[config.mk]
export PLATFORM = sky130hd
export DESIGN_NAME = cf_util_fifo_reader_flat
export DESIGN_NICKNAME = d
export VERILOG_FILES = /design/src/rtl/cf_util_fifo_reader_if.sv /design/src/rtl/cf_util_fifo_reader.sv /design/src/flat_wrapper.sv
export SDC_FILE = /design/constraint.sdc
export NUM_CORES = 1
export LEC_CHECK = 0
export BUFFER_PORTS_ARGS = -buffer_cell sky130_fd_sc_hd__buf_2
export CORE_MARGIN = 4
export CORE_UTILIZATION = 51
export DETAILED_ROUTE_END_ITERATION = 6
export PLACE_DENSITY = 0.77
export SLEW_MARGIN = 20
export SYNTH_ARGS = -nofsm -noshare
export SYNTH_HDL_FRONTEND = slang
export SYNTH_SLANG_ARGS = --single-unit
[constraint.sdc]
create_clock -name clk -period 2.8 [get_ports clk]
set_clock_uncertainty 0.15 [all_clocks]
set_input_delay 0.14 -clock clk [delete_from_list [all_inputs] [get_ports clk]]
set_output_delay 0.14 -clock clk [all_outputs]
set_load 0.02 [all_outputs]
[src/rtl/cf_util_fifo_reader_if.sv]
// Bus bundle between the FIFO read port, the reader adapter and the stream consumer.
// Stream handshake: a word transfers on a rising edge where m_valid && m_ready; m_valid never waits on m_ready.
interface cf_util_fifo_reader_if #(
  parameter int DW = 8
);
  logic          flush;
  logic          fifo_empty;
  logic [DW-1:0] fifo_rdata;
  logic          fifo_rd;
  logic          m_valid;
  logic          m_ready;
  logic [DW-1:0] m_data;
  logic          m_last;
  logic [1:0]    occ;

  modport master (
    input  flush, fifo_empty, fifo_rdata, m_ready,
    output fifo_rd, m_valid, m_data, m_last, occ
  );

  modport slave (
    output flush, fifo_empty, fifo_rdata, m_ready,
    input  fifo_rd, m_valid, m_data, m_last, occ
  );
endinterface

[src/rtl/cf_util_fifo_reader.sv]
// FWFT FIFO to valid/ready stream adapter: two-entry registered output buffer
// with fixed-length packet framing on m_last.
module cf_util_fifo_reader #(
  parameter int DW      = 8,
  parameter int PKT_LEN = 16
) (
  input  logic                   clk,
  input  logic                   rst,
  cf_util_fifo_reader_if.master  bus
);
  localparam int              CW        = $clog2(PKT_LEN + 1);
  localparam logic [CW-1:0]   LAST_BEAT = CW'(PKT_LEN - 1);

  logic [1:0]    occ_q, occ_d;
  logic [DW-1:0] buf0_q, buf0_d;
  logic [DW-1:0] buf1_q, buf1_d;
  logic [CW-1:0] cnt_q, cnt_d;
  logic          pop;
  logic          take;
  logic [1:0]    slot;

  // pop never looks at m_ready, so occ can reach 2 and absorb one cycle of backpressure.
  assign take = (occ_q != 2'd0) && bus.m_ready;
  assign pop  = !bus.fifo_empty && (occ_q != 2'd2) && !bus.flush && !rst;

  always_comb begin
    occ_d  = occ_q;
    buf0_d = buf0_q;
    buf1_d = buf1_q;
    cnt_d  = cnt_q;
    slot   = occ_q;
    if (take) begin
      buf0_d = buf1_q;
      slot   = occ_q - 2'd1;
      cnt_d  = (cnt_q == LAST_BEAT) ? '0 : cnt_q + 1'b1;
    end
    // The popped word lands in the lowest slot left free after the shift.
    if (pop) begin
      if (slot == 2'd0) begin
        buf0_d = bus.fifo_rdata;
      end else begin
        buf1_d = bus.fifo_rdata;
      end
    end
    occ_d = occ_q + {1'b0, pop} - {1'b0, take};
    if (bus.flush) begin
      occ_d = 2'd0;
      cnt_d = '0;
    end
  end

  always_ff @(posedge clk) begin
    if (rst) begin
      occ_q  <= 2'd0;
      buf0_q <= '0;
      buf1_q <= '0;
      cnt_q  <= '0;
    end else begin
      occ_q  <= occ_d;
      buf0_q <= buf0_d;
      buf1_q <= buf1_d;
      cnt_q  <= cnt_d;
    end
  end

  assign bus.fifo_rd = pop;
  assign bus.m_valid = (occ_q != 2'd0);
  assign bus.m_data  = buf0_q;
  assign bus.m_last  = (occ_q != 2'd0) && (cnt_q == LAST_BEAT);
  assign bus.occ     = occ_q;
endmodule
[src/flat_wrapper.sv]
// flat-port wrapper written by rule: the top's interface ports become plain ports
module cf_util_fifo_reader_flat 
#(
  parameter int DW      = 8,
  parameter int PKT_LEN = 16
)
  (clk, rst, bus_flush, bus_fifo_empty, bus_fifo_rdata, bus_m_ready, bus_fifo_rd, bus_m_valid, bus_m_data, bus_m_last, bus_occ);
  cf_util_fifo_reader_if #(.DW(DW)) bus_i ();
  input  logic clk;
  input  logic rst;
  input wire logic [$bits(bus_i.flush)-1:0] bus_flush;
  input wire logic [$bits(bus_i.fifo_empty)-1:0] bus_fifo_empty;
  input wire logic [$bits(bus_i.fifo_rdata)-1:0] bus_fifo_rdata;
  input wire logic [$bits(bus_i.m_ready)-1:0] bus_m_ready;
  output wire logic [$bits(bus_i.fifo_rd)-1:0] bus_fifo_rd;
  output wire logic [$bits(bus_i.m_valid)-1:0] bus_m_valid;
  output wire logic [$bits(bus_i.m_data)-1:0] bus_m_data;
  output wire logic [$bits(bus_i.m_last)-1:0] bus_m_last;
  output wire logic [$bits(bus_i.occ)-1:0] bus_occ;
  assign bus_i.flush = bus_flush;
  assign bus_i.fifo_empty = bus_fifo_empty;
  assign bus_i.fifo_rdata = bus_fifo_rdata;
  assign bus_i.m_ready = bus_m_ready;
  assign bus_fifo_rd = bus_i.fifo_rd;
  assign bus_m_valid = bus_i.m_valid;
  assign bus_m_data = bus_i.m_data;
  assign bus_m_last = bus_i.m_last;
  assign bus_occ = bus_i.occ;
  cf_util_fifo_reader #(.DW(DW), .PKT_LEN(PKT_LEN)) u_core (.clk(clk), .rst(rst), .bus(bus_i));
endmodule
======== Word level (Yosys, flattened, before mapping) ========
Cells that the tools add are included.
word-level totals
  register bits ........................... 23
  bits in latches ......................... 0
  memory bits (writable) .................. 0
  bits in read-only memories .............. 0
  input bits .............................. 13
  output and inout bits ................... 13
  word-level logic and storage cells ...... 28
  memories kept ........................... 0
cells by class
  $add $sub $neg .......................... 4
  multipliers ............................. 0
  divide/modulo/power cells ............... 0
  $lt $le $gt $ge ......................... 0
  equal/unequal tests ..................... 2
  shifts and indexed selects .............. 0
  muxes and demuxes ....................... 5
  bitwise operators ....................... 1
  reduce and logical (&&, ||, !) cells .... 12
operators with widths
  kind                                                  count
  two-way mux 8 bit                                     3
  adder 5 x 1 -> 5 bit (second input constant)          1
  equality test 5 x 4 -> 1 bit (second input constant)  1
  logical AND 1 bit                                     5
  two-way mux 5 bit                                     1
  zero test 1 bit                                       3
  adder 2 x 1 -> 2 bit                                  1
  zero test 2 bit                                       1
  two-way mux 2 bit                                     1
  != test 2 bit (second input constant)                 1
  AND reduction 2 bit                                   1
  nonzero test 2 bit                                    1
  OR reduction 2 bit                                    1
  subtractor 2 x 1 -> 2 bit                             1
  subtractor 2 x 1 -> 2 bit (second input constant)     1
  NOT 1 bit                                             1

======== Depth between registers and ports, before layout ========
  depth after elaboration ................. 6
  mapped depth ............................ 11
  gate-level depth less buffers ........... 10

======== Worst setup path before layout ========
No wires, ideal clock.
  path type ............................... reg2reg
  start point ............................. register u_core.occ_q[0], in the netlist u_core.bus.occ[0]
  end point ............................... register u_core.occ_q[1], in the netlist u_core.bus.occ[1]
  setup time .............................. 0.122 ns
  arrival ................................. 2.212 ns
  required time ........................... 2.528 ns
  slack ................................... 0.315 ns
  cell stages (with the launch flop) ...... 12
  buffers on the path ..................... 1
  period minus slack after synthesis ...... 2.485 ns
  cell sequence ........................... dfxtp_1 > inv_1 > ha_1 > or4_4 > buf_6 > inv_1 > nand2_1 > nand2_1 > ha_1 > xnor2_1 > xnor2_1 > nor2_1
on the way
  longest elaborated chain between the ends .. 6
  elaborated cells between the ends (all ways) .. 8
  classes of those cells .................. 2 x add/sub; 1 x eq/ne; 5 x reduce/logical
RTL lines
  item                             RTL line                   text
  start: declaration               cf_util_fifo_reader.sv:14  logic [1:0] occ_q, occ_d;
  start signal: assignment         cf_util_fifo_reader.sv:54  occ_q <= 2'd0;
  start signal: assignment         cf_util_fifo_reader.sv:59  occ_q <= occ_d;
  != test 2 bit                    cf_util_fifo_reader.sv:24  assign pop = !bus.fifo_empty && (occ_q != 2'd2) && !bus.flush && !rst;
  logical AND 1 bit (3 in series)  cf_util_fifo_reader.sv:24
  via bus_fifo_rd                  flat_wrapper.sv:15         output wire logic [$bits(bus_i.fifo_rd)-1:0] bus_fifo_rd;
  adder 2 x 1 -> 2 bit             cf_util_fifo_reader.sv:45  occ_d = occ_q + {1'b0, pop} - {1'b0, take};
  subtractor 2 x 1 -> 2 bit        cf_util_fifo_reader.sv:45
The timed path passes the listed nets, and every way through them passes these cells.
A chain may end at the register's enable or synchronous reset.

======== Final worst setup path ========
  start point ............................. register u_core.occ_q[0], in the netlist u_core.bus.occ[0]
  end point ............................... register u_core.buf1_q[2]
on the way
  longest elaborated chain between the ends .. 6
  elaborated cells between the ends (all ways) .. 11
  classes of those cells .................. 1 x add/sub; 1 x eq/ne; 1 x mux; 1 x bitwise; 7 x reduce/logical
RTL lines
  item                                                                               RTL line                   text
  parallel branches: the longest is 5 deep, another holds subtractor 2 x 1 -> 2 bit  -
  AND reduction 2 bit (no line) *                                                    -
  end signal: assignment                                                             cf_util_fifo_reader.sv:61  buf1_q <= buf1_d;
  end: declaration                                                                   cf_util_fifo_reader.sv:16  logic [DW-1:0] buf1_q, buf1_d;
Every way passes the cells marked *.

==> reports/metrics.cfg <==
[timing]
rsz0062_at_grt=false
worstMarginPinSlew_ps=589.3
finalSetupViolations=0
totalNegativeSetupSlack_ps=0
clock.fmax_mhz=411.9
slew-limit-headroom=0.6058
finalCriticalPeriod_ps=2428
maxSlewViolCount=0
hold_violations=0
timing.final.crit_share=0.8670

[global_route]
grt_remaining_overflow=0
grt_pass1_vias=855
grtUsageTotal=0.1851
grt_max_degree=19
antenna_found_initial=0
grt_pass1_wl_um=3843

[clock_tree]
ctsRootBufferMaster=clkbuf_4
cts_buffers=3
htreeDepth=1
cts_resized=0
cts_tree=yes
clkLatencyLatePin_ps=330
ctsLongestPathBuffers=2
holdBufCountCts=8
post_cts.repair.setup_buffers=0
clkTransAtPathRegs_ps=140
cts_sinks=23

[detailed_routing]
wl_per_cell_um=13.03
drtPass1Iterations=4
vias_per_cell=5.235
routed_wl_um=2385
drc=0
postRouteAntennaNets=0
vias=958
drt-initial-drc-count=23

[yosys]
synth_cell_types=26
post_synth_instance_area_um2=1079
ys.flop_type=dfxtp_1
synth_top_cell_by_area=dfxtp_1
syn_avg_cell_area_um2=8.698
yosysMostFrequentCell=dfxtp_1
ys_seq_area_frac=0.4269
yosys-top-cells-count=23 x dfxtp_1, 22 x nand2_1, 15 x nor2_1
syn_nets=141
synthTopCellsByArea=dfxtp_1 43%, mux2i_1 9.3%, nand2_1 7.7%, a311oi_1 5.7%, nor2_1 5.2%
synthArstFlopShare=0
ys_warn_count=0
ys_seq_elements=23
yosysTopAreaCellShare=0.4269
synthCells=124
synth_edf_count=0

[final_layout]
num_antenna_cells=0
final_layout_size_suffix_gt1_frac=0.2115
final_core_util=0.6648
nFillCells=173
area_delta_synth_final_pct=22.16
num-nets-final=174

[floorplan]
dieArea_um2=2914
row_count=16
coreArea_um2=1982
die_h_um=53.99
io_pins=26
start_util=0.5442
die_x_um=53.99

[setup_path]
startpoint_type=flop
r2r_end=u_core.buf1_q[2]
ff2ff_path_depth=6
r2r_slack_ps=370
slowest_delay_ps=620
cp.arrival_ps=2490
r2r_start=u_core.bus.occ[0]
path_class=flop to flop
crit_path_top_delay_cell=or4_4
cp-end-kind=flop
required_ps=2860
crit_path_max_fanout=10
path_cells=inv_1, ha_1, or4_4, a211oi_4, mux2i_1, nor2_1

[placement]
place.gp.congestion=0.7453
portBuffers=25
dpl.hpwl_um=1648

[worst_hold_path]
min_path_type=input port to flop
min_to=u_core.buf1_q[0]
worstHoldPathCells=2
hp-start=rst

[power]
vdd_ir_drop_max_mv=0.4489
p_leak_nw=0.5458
power.density_nw_per_um2=443.0

[outcome]
status=finished, final reports clean

[run]
drv_cap=0

## registers in the layout, indices dropped and copies added (netlist names)
name	flops
u_core.buf1_q	8
u_core.bus.m_data	8
u_core.bus.occ	2
u_core.cnt_q	5
## per-stage QoR
step / hold WS [ps] / cell area [µm²] / setup slack [ps] / cells / total power [mW]
after floorplan: 122.4 / 1079 / 315.4 / 124 / 0.3933
after global placement: 232.7 / 1211 / 524.7 / 171 / 0.4155
after detailed placement: 228.6 / 1211 / 448.2 / 171 / 0.4168
after CTS: 6.947 / 1318 / 391.5 / 183 / 0.5823
after global routing: 10.75 / 1318 / 246.6 / 183 / 0.6030
final: 5.215 / 1318 / 372.5 / 183 / 0.5836
## how the worst max path moves through the flow
| stage | cells past startpoint | startpoint | endpoint |
|---|---|---|---|
| floorplan | 11 | u_core.bus.occ[0] | u_core.bus.occ[1] |
| global placement | 6 | u_core.bus.occ[0] | u_core.buf1_q[4] |
| detailed placement | 6 | u_core.bus.occ[0] | u_core.buf1_q[4] |
| CTS | 6 | u_core.bus.occ[0] | u_core.buf1_q[2] |
| global route | 6 | u_core.bus.occ[0] | u_core.bus.m_data[1] |
| finish | 6 | u_core.bus.occ[0] | u_core.buf1_q[2] |
## cells by family (layout without fill, tap and decap cells)
group | after synthesis | after routing | synth area share
AO/OA/AOI/OAI | 17 | 17 | 0.1264
XOR/XNOR | 3 | 3 | 0.02437
adder cells (fa/ha/maj) | 4 | 4 | 0.04641
buffers and inverters | 13 | 45 | 0.05916
flip-flops | 23 | 23 | 0.4269
multiplexers | 10 | 10 | 0.09281
AND/OR/NAND/NOR | 54 | 54 | 0.2239
## worst max-delay path, delay by kind of cell, from the launching register on
kind	cells	cell delay [ps]
buffers and inverters	1	80
AOI/OAI and AO/OA	1	510
and+or+nand+nor	2	670
muxes	1	270
DFF	1	420
adders and majority gates	1	200
## power by group
part	total, mW	leakage (nW)	switching (mW)	internal, mW
sequential	0.340	0.186	0.00464	0.336
clock	0.165	0.0150	0.109	0.0559
combinational	0.0783	0.345	0.0449	0.0334
total	0.584	0.546	0.159	0.425
## cells in the final DEF (no fill, tap or decap), types with 6 or more instances in the layout
cell / n
inv_1: 6
nor2_1: 15
nor3_1: 6
nand2_1: 22
dlygate4sd3_1: 8
buf_2: 25
mux2i_1: 10
dfxtp_1: 23
a311oi_1: 7
## layer usage
layer | track usage | routed length (µm) | vias up
li1 | - | - | 487
met1 | 0.2424 | 1106 | 441
met2 | 0.2923 | 1117 | 26
met3 | 0.05817 | 138 | 4
met4 | 0.04979 | 22 | 0
met5 | 0 | 0 | -
## layout make-up
class / count / area [µm²] / area share
clock buffers: 4 / 26.28 / 0.01994
multi-input cells: 88 / 554.3 / 0.4207
well taps: 27 / 33.78 / 0.02564
inverters: 6 / 22.52 / 0.01709
flip-flops and latches: 23 / 460.4 / 0.3495
repair buffers: 35 / 220.2 / 0.1671
(Power assumes the default switching activity.)
